File: src/rtl/bram_porta_arbiter.sv
// Port-A arbiter for the text BRAM: single-word requester vs whole-memory clear engine; read data 1 cycle after accept.
// Backpressure: req_ready_o drops on clr_start_i and on engine turns of a contended clear. BRAM_ARB_CLR_ABORT_EN adds clear abort.
module bram_porta_arbiter #(
    parameter int  DATA_WIDTH  = 8,
    parameter int  DEPTH_WORDS = 2400,
    localparam int ADDR_WIDTH  = $clog2(DEPTH_WORDS)
) (
    input  logic                  clk_i,
    input  logic                  rst_i,
    input  logic                  req_valid_i,
    output logic                  req_ready_o,
    input  logic                  req_we_i,
    input  logic [ADDR_WIDTH-1:0] req_addr_i,
    input  logic [DATA_WIDTH-1:0] req_wdata_i,
    output logic                  rsp_valid_o,
    output logic [DATA_WIDTH-1:0] rsp_rdata_o,
    input  logic                  clr_start_i,
    input  logic [DATA_WIDTH-1:0] clr_data_i,
    output logic                  clr_busy_o,
    output logic                  clr_done_o,
`ifdef BRAM_ARB_CLR_ABORT_EN
    input  logic                  clr_abort_i,
    output logic                  clr_aborted_o,
`endif
    output logic [ADDR_WIDTH-1:0] bram_addra_o,
    output logic                  bram_wea_o,
    output logic [DATA_WIDTH-1:0] bram_dina_o,
    input  logic [DATA_WIDTH-1:0] bram_douta_i
);

    typedef enum logic {ST_IDLE = 1'b0, ST_CLEAR = 1'b1} state_t;

    localparam logic TURN_REQ = 1'b0;
    localparam logic TURN_ENG = 1'b1;
    localparam logic [ADDR_WIDTH-1:0] LAST_ADDR = ADDR_WIDTH'(DEPTH_WORDS - 1);

    state_t                  state_q, state_d;
    logic [ADDR_WIDTH-1:0]   cnt_q, cnt_d;
    logic [DATA_WIDTH-1:0]   fill_q, fill_d;
    logic                    turn_q, turn_d;
    logic                    rsp_valid_q, rsp_valid_d;
    logic                    done_q, done_d;
    logic [ADDR_WIDTH-1:0]   addr_q, addr_d;
    logic                    eng_gnt;
    logic                    req_gnt;
    logic                    clr_abort;

`ifdef BRAM_ARB_CLR_ABORT_EN
    logic                    aborted_q, aborted_d;
    assign clr_abort     = clr_abort_i;
    assign clr_aborted_o = aborted_q;
`else
    assign clr_abort = 1'b0;
`endif

    always_ff @(posedge clk_i) begin
        if (rst_i) begin
            state_q     <= ST_IDLE;
            cnt_q       <= '0;
            fill_q      <= '0;
            turn_q      <= TURN_REQ;
            rsp_valid_q <= 1'b0;
            done_q      <= 1'b0;
            addr_q      <= '0;
`ifdef BRAM_ARB_CLR_ABORT_EN
            aborted_q   <= 1'b0;
`endif
        end else begin
            state_q     <= state_d;
            cnt_q       <= cnt_d;
            fill_q      <= fill_d;
            turn_q      <= turn_d;
            rsp_valid_q <= rsp_valid_d;
            done_q      <= done_d;
            addr_q      <= addr_d;
`ifdef BRAM_ARB_CLR_ABORT_EN
            aborted_q   <= aborted_d;
`endif
        end
    end

    always_comb begin
        state_d     = state_q;
        cnt_d       = cnt_q;
        fill_d      = fill_q;
        turn_d      = turn_q;
        done_d      = 1'b0;
        rsp_valid_d = req_gnt && !req_we_i;
        addr_d      = (eng_gnt || req_gnt) ? bram_addra_o : addr_q;
`ifdef BRAM_ARB_CLR_ABORT_EN
        aborted_d   = aborted_q;
`endif
        case (state_q)
            ST_IDLE: begin
                if (clr_start_i) begin
                    state_d = ST_CLEAR;
                    cnt_d   = '0;
                    fill_d  = clr_data_i;
                    turn_d  = TURN_ENG;
`ifdef BRAM_ARB_CLR_ABORT_EN
                    aborted_d = 1'b0;
`endif
                end
            end
            ST_CLEAR: begin
                if (clr_abort) begin
                    state_d = ST_IDLE;
                    cnt_d   = '0;
`ifdef BRAM_ARB_CLR_ABORT_EN
                    aborted_d = 1'b1;
`endif
                end else begin
                    if (req_valid_i) begin
                        turn_d = ~turn_q;
                    end
                    if (eng_gnt) begin
                        if (cnt_q == LAST_ADDR) begin
                            state_d = ST_IDLE;
                            cnt_d   = '0;
                            done_d  = 1'b1;
                        end else begin
                            cnt_d = cnt_q + 1'b1;
                        end
                    end
                end
            end
            default: state_d = ST_IDLE;
        endcase
    end

    // Grants are suppressed while rst_i is high so a reset mid-clear leaves the current word untouched.
    always_comb begin
        eng_gnt      = 1'b0;
        req_ready_o  = 1'b0;
        if (!rst_i) begin
            case (state_q)
                ST_IDLE:  req_ready_o = !clr_start_i;
                ST_CLEAR: begin
                    if (!clr_abort) begin
                        req_ready_o = req_valid_i && (turn_q == TURN_REQ);
                        eng_gnt     = !req_valid_i || (turn_q == TURN_ENG);
                    end
                end
                default: req_ready_o = 1'b0;
            endcase
        end
        req_gnt = req_valid_i && req_ready_o;

        bram_addra_o = addr_q;
        bram_wea_o   = 1'b0;
        bram_dina_o  = req_wdata_i;
        if (eng_gnt) begin
            bram_addra_o = cnt_q;
            bram_wea_o   = 1'b1;
            bram_dina_o  = fill_q;
        end else if (req_gnt) begin
            bram_addra_o = req_addr_i;
            bram_wea_o   = req_we_i;
            bram_dina_o  = req_wdata_i;
        end

        clr_busy_o  = (state_q == ST_CLEAR);
        clr_done_o  = done_q;
        rsp_valid_o = rsp_valid_q;
        rsp_rdata_o = rsp_valid_q ? bram_douta_i : '0;
    end

endmodule

File: config.mk
export PLATFORM = sky130hd
export DESIGN_NAME = bram_porta_arbiter
export DESIGN_NICKNAME = d
export VERILOG_FILES = /design/src/rtl/bram_porta_arbiter.sv
export SDC_FILE = /design/constraint.sdc
export NUM_CORES = 1
export LEC_CHECK = 0
export CORE_UTILIZATION = 45
export CTS_BUF_LIST = sky130_fd_sc_hd__clkbuf_4 sky130_fd_sc_hd__clkbuf_8
export CTS_CLUSTER_SIZE = 14
export DETAILED_ROUTE_END_ITERATION = 16
export PLACE_DENSITY = 0.8
export SLEW_MARGIN = 20
export SYNTH_ARGS = -nofsm -noshare
export SYNTH_HDL_FRONTEND = slang
export SYNTH_SLANG_ARGS = --single-unit
File: constraint.sdc
create_clock -name clk_i -period 3.4 [get_ports clk_i]
set_clock_uncertainty 0.15 [all_clocks]
set_input_delay 0.68 -clock clk_i [delete_from_list [all_inputs] [get_ports clk_i]]
set_output_delay 0.68 -clock clk_i [all_outputs]
set_load 0.05 [all_outputs]
==> impl_metrics.toml, run 1 <==
[power]
powerDensity_mw_per_mm2 = 372
power.leakage_nw = 1.02
vdd_drop_max_mv = 0.310

[clock_network]
clk_latency_ps = 290
ctsResizeCount = 0
clk_path_buf_depth = 2
post-cts-setup-buffer-count = 0
cts-root-buf = "clkbuf_8"
cts_tree = "built"
clkSinkCount = 36
htreeDepth = 2
numCtsBuffers = 5
clk_pin_slew_ps = 70
cts_hold_buffers = 0

[setup_path]
crit_path_frequent_cell = "nand2_1"
crit_path_start_kind = "input pin"
end_kind = "primary output"
path_class = "in2out"
reg2regPathDepth = 6
cpMaxStageDelayCell = "clkdlybuf4s50_1"
critPathArrivalTime_ps = 2360
reg2reg_from = "clr_busy_o"
cp_max_fo = 13
setup.worst_path.end = "bram_wea_o"
crit_chain = "clkdlybuf4s50_1 -> nor2b_1 -> o21a_1 -> buf_4 -> nand2_1 -> nand2_1 -> buf_12"
slowest_delay_ps = 550
critical_path_required_ps = 2570
critPathLaunch = "req_valid_i"
r2r-end = "cnt_q[11]"
reg2reg_slack_ps = 1480

[global_route]
antenna_found_initial = 0
overflow = 0
grt_max_degree = 18
gr-usage-all-layers = 0.249
grt_pass1_vias = 1812
grt_pass1_wl_um = 8370

[timing]
post-route-min-period_ps = 3190
max_slew_margin = 0.580
max_freq_mhz = 314
drv_slew = 0
fin_setup_tns_ps = 0
rsz0062_at_grt = "no"
worstMarginPinSlew_ps = 630
setup_viol_count_final = 0
fin_ws_ps = 211
hold_viol = 0
fin_crit_sh = 0.938

[place]
portBuffers = 73
hpwl_um = 3710
place_ws_ps = 203
finalWeightedCongestion = 0.808
dp_cells = 364

[yosys]
synth.distinct_cells = 33
synth_nets = 289
seq_area_frac_synth = 0.383
synth_flop_cell = "dfxtp_1"
postSynthAreaPerCell_sq_um = 7.62
synth_warnings = 0
ys_ff_latch = 36
synth_top_area_share = 0.383
syn-cell-area_sq_mm = 0.00188
yosysMostFrequentCell = "nand2_1"
synthesis.instances = 247
ys_top_cells_by_count = "nand2_1, dfxtp_1, o211ai_1"
async_flop_share = 0
synthTopCellsByArea = "dfxtp_1, o211ai_1, nand2_1"
yosys.area.top_type = "dfxtp_1"
synth_edf_count = 0

[final_layout]
layout-drive-gt1-share = 0.140
diodes = 0
stdcell_count = 372
syn_to_final_growth_pct = 46.3
nets = 363
n_fill_cell = 360

[detailed_routing]
vias_per_cell = 5.47
antenna_left = 0
drc_errors = 0
wirelength_um = 4950
vias = 2034
drt_iter0_drc = 79
first_pass_iters = 4
wl_per_cell_um = 13.3

[die]
core-area_sq_mm = 0.00400
rows = 23
start_util = 0.470
die_w_um = 66.7
die_area_sq_mm = 0.00444
io-pin-count = 74
die_h_um = 66.7

[worst_hold_path]
hold_start = "fill_q[1]"
hold_path_class = "reg2reg"

[run]
max_cap_viol_count = 0

[status]
outcome = "completed"
-- worst min path at each step --
stage | slack, ps | endpoint | cells after the start
after floorplan | 290 | fill_q[0] | 2
after detailed placement | 300 | fill_q[7] | 2
after global placement | 290 | fill_q[4] | 2
final | 310 | fill_q[1] | 2
after global routing | 330 | fill_q[3] | 2
after CTS | 310 | fill_q[7] | 2
-- metrics by stage --
stage	instance area (sq um)	power, mW	util	hold WS [ps]
global route	2750	1.07	0.688	327
CTS	2750	1.03	0.688	312
floorplan	1880	0.596	-	287
global placement	2660	0.700	0.664	292
detailed placement	2660	0.703	0.664	301
finish	2750	1.03	0.688	310
-- worst max-delay path: cells and delay by family --
| family | cells | cell delay (ps) |
|---|---|---|
| buffers and inverters | 3 | 900 |
| and+or+nand+nor | 3 | 340 |
| AOI/OAI and AO/OA | 1 | 450 |
-- state kept, by name, indices dropped and copies added (netlist names) --
name / cells
addr_q: 12
clr_busy_o: 1
clr_done_o: 1
cnt_q: 12
fill_q: 8
rsp_valid_o: 1
turn_q: 1
-- cell families (layout without fill, tap and decap cells) --
group,after synthesis,count (layout),share of synthesized area
fa+ha+maj,1,1,0.00665
simple gates,116,116,0.316
flops,36,36,0.383
compound gates,72,72,0.244
buf+inv,22,97,0.0505
-- placed cells by master, fill, tap and decap left out, types with 2 or more instances in the layout --
cell,Yosys,routed
clkdlybuf4s50_1,0,51
nor2b_1,17,17
and2_1,8,8
o31ai_1,5,5
clkbuf_4,0,2
nand4_1,3,3
nand2b_1,3,3
nor2_1,6,6
o211ai_1,24,24
o21ai_0,16,16
or3_1,3,3
or4_1,6,6
inv_1,4,4
a21oi_1,20,20
nand3b_1,2,2
dfxtp_1,36,36
nand3_1,16,16
clkbuf_8,0,6
nand2_1,46,46
buf_12,0,2
buf_4,1,32
-- metal layers --
metal / up-vias / GRT usage / wire, um
li1: 1030 / - / -
met1: 931 / 0.314 / 2220
met2: 67 / 0.405 / 2330
met3: 6 / 0.0582 / 325
met4: 0 / 0.0957 / 72
met5: - / 0 / 0
-- power breakdown --
part,switching (mW),internal (mW)
combinational,0.146,0.105
sequential,0.00789,0.435
clock,0.151,0.181
-- final cells by class --
class,instances,area [sq um],area share
Clock buffer,8,97.6,0.0355
Timing Repair Buffer,85,791,0.287
Multi-Input combinational cell,189,1070,0.387
Tap cell,50,62.6,0.0227
Sequential cell,36,721,0.262
Inverter,4,15.0,0.00545
No activity file was read; power rests on OpenSTA's default activity.
==> run 2: changes to the inputs <==
Settings changed: HOLD_SLACK_MARGIN set to 0.1.
==> results of run 2 <==
Same layout as run 1: the final DEF is identical, and so are final timing and power.
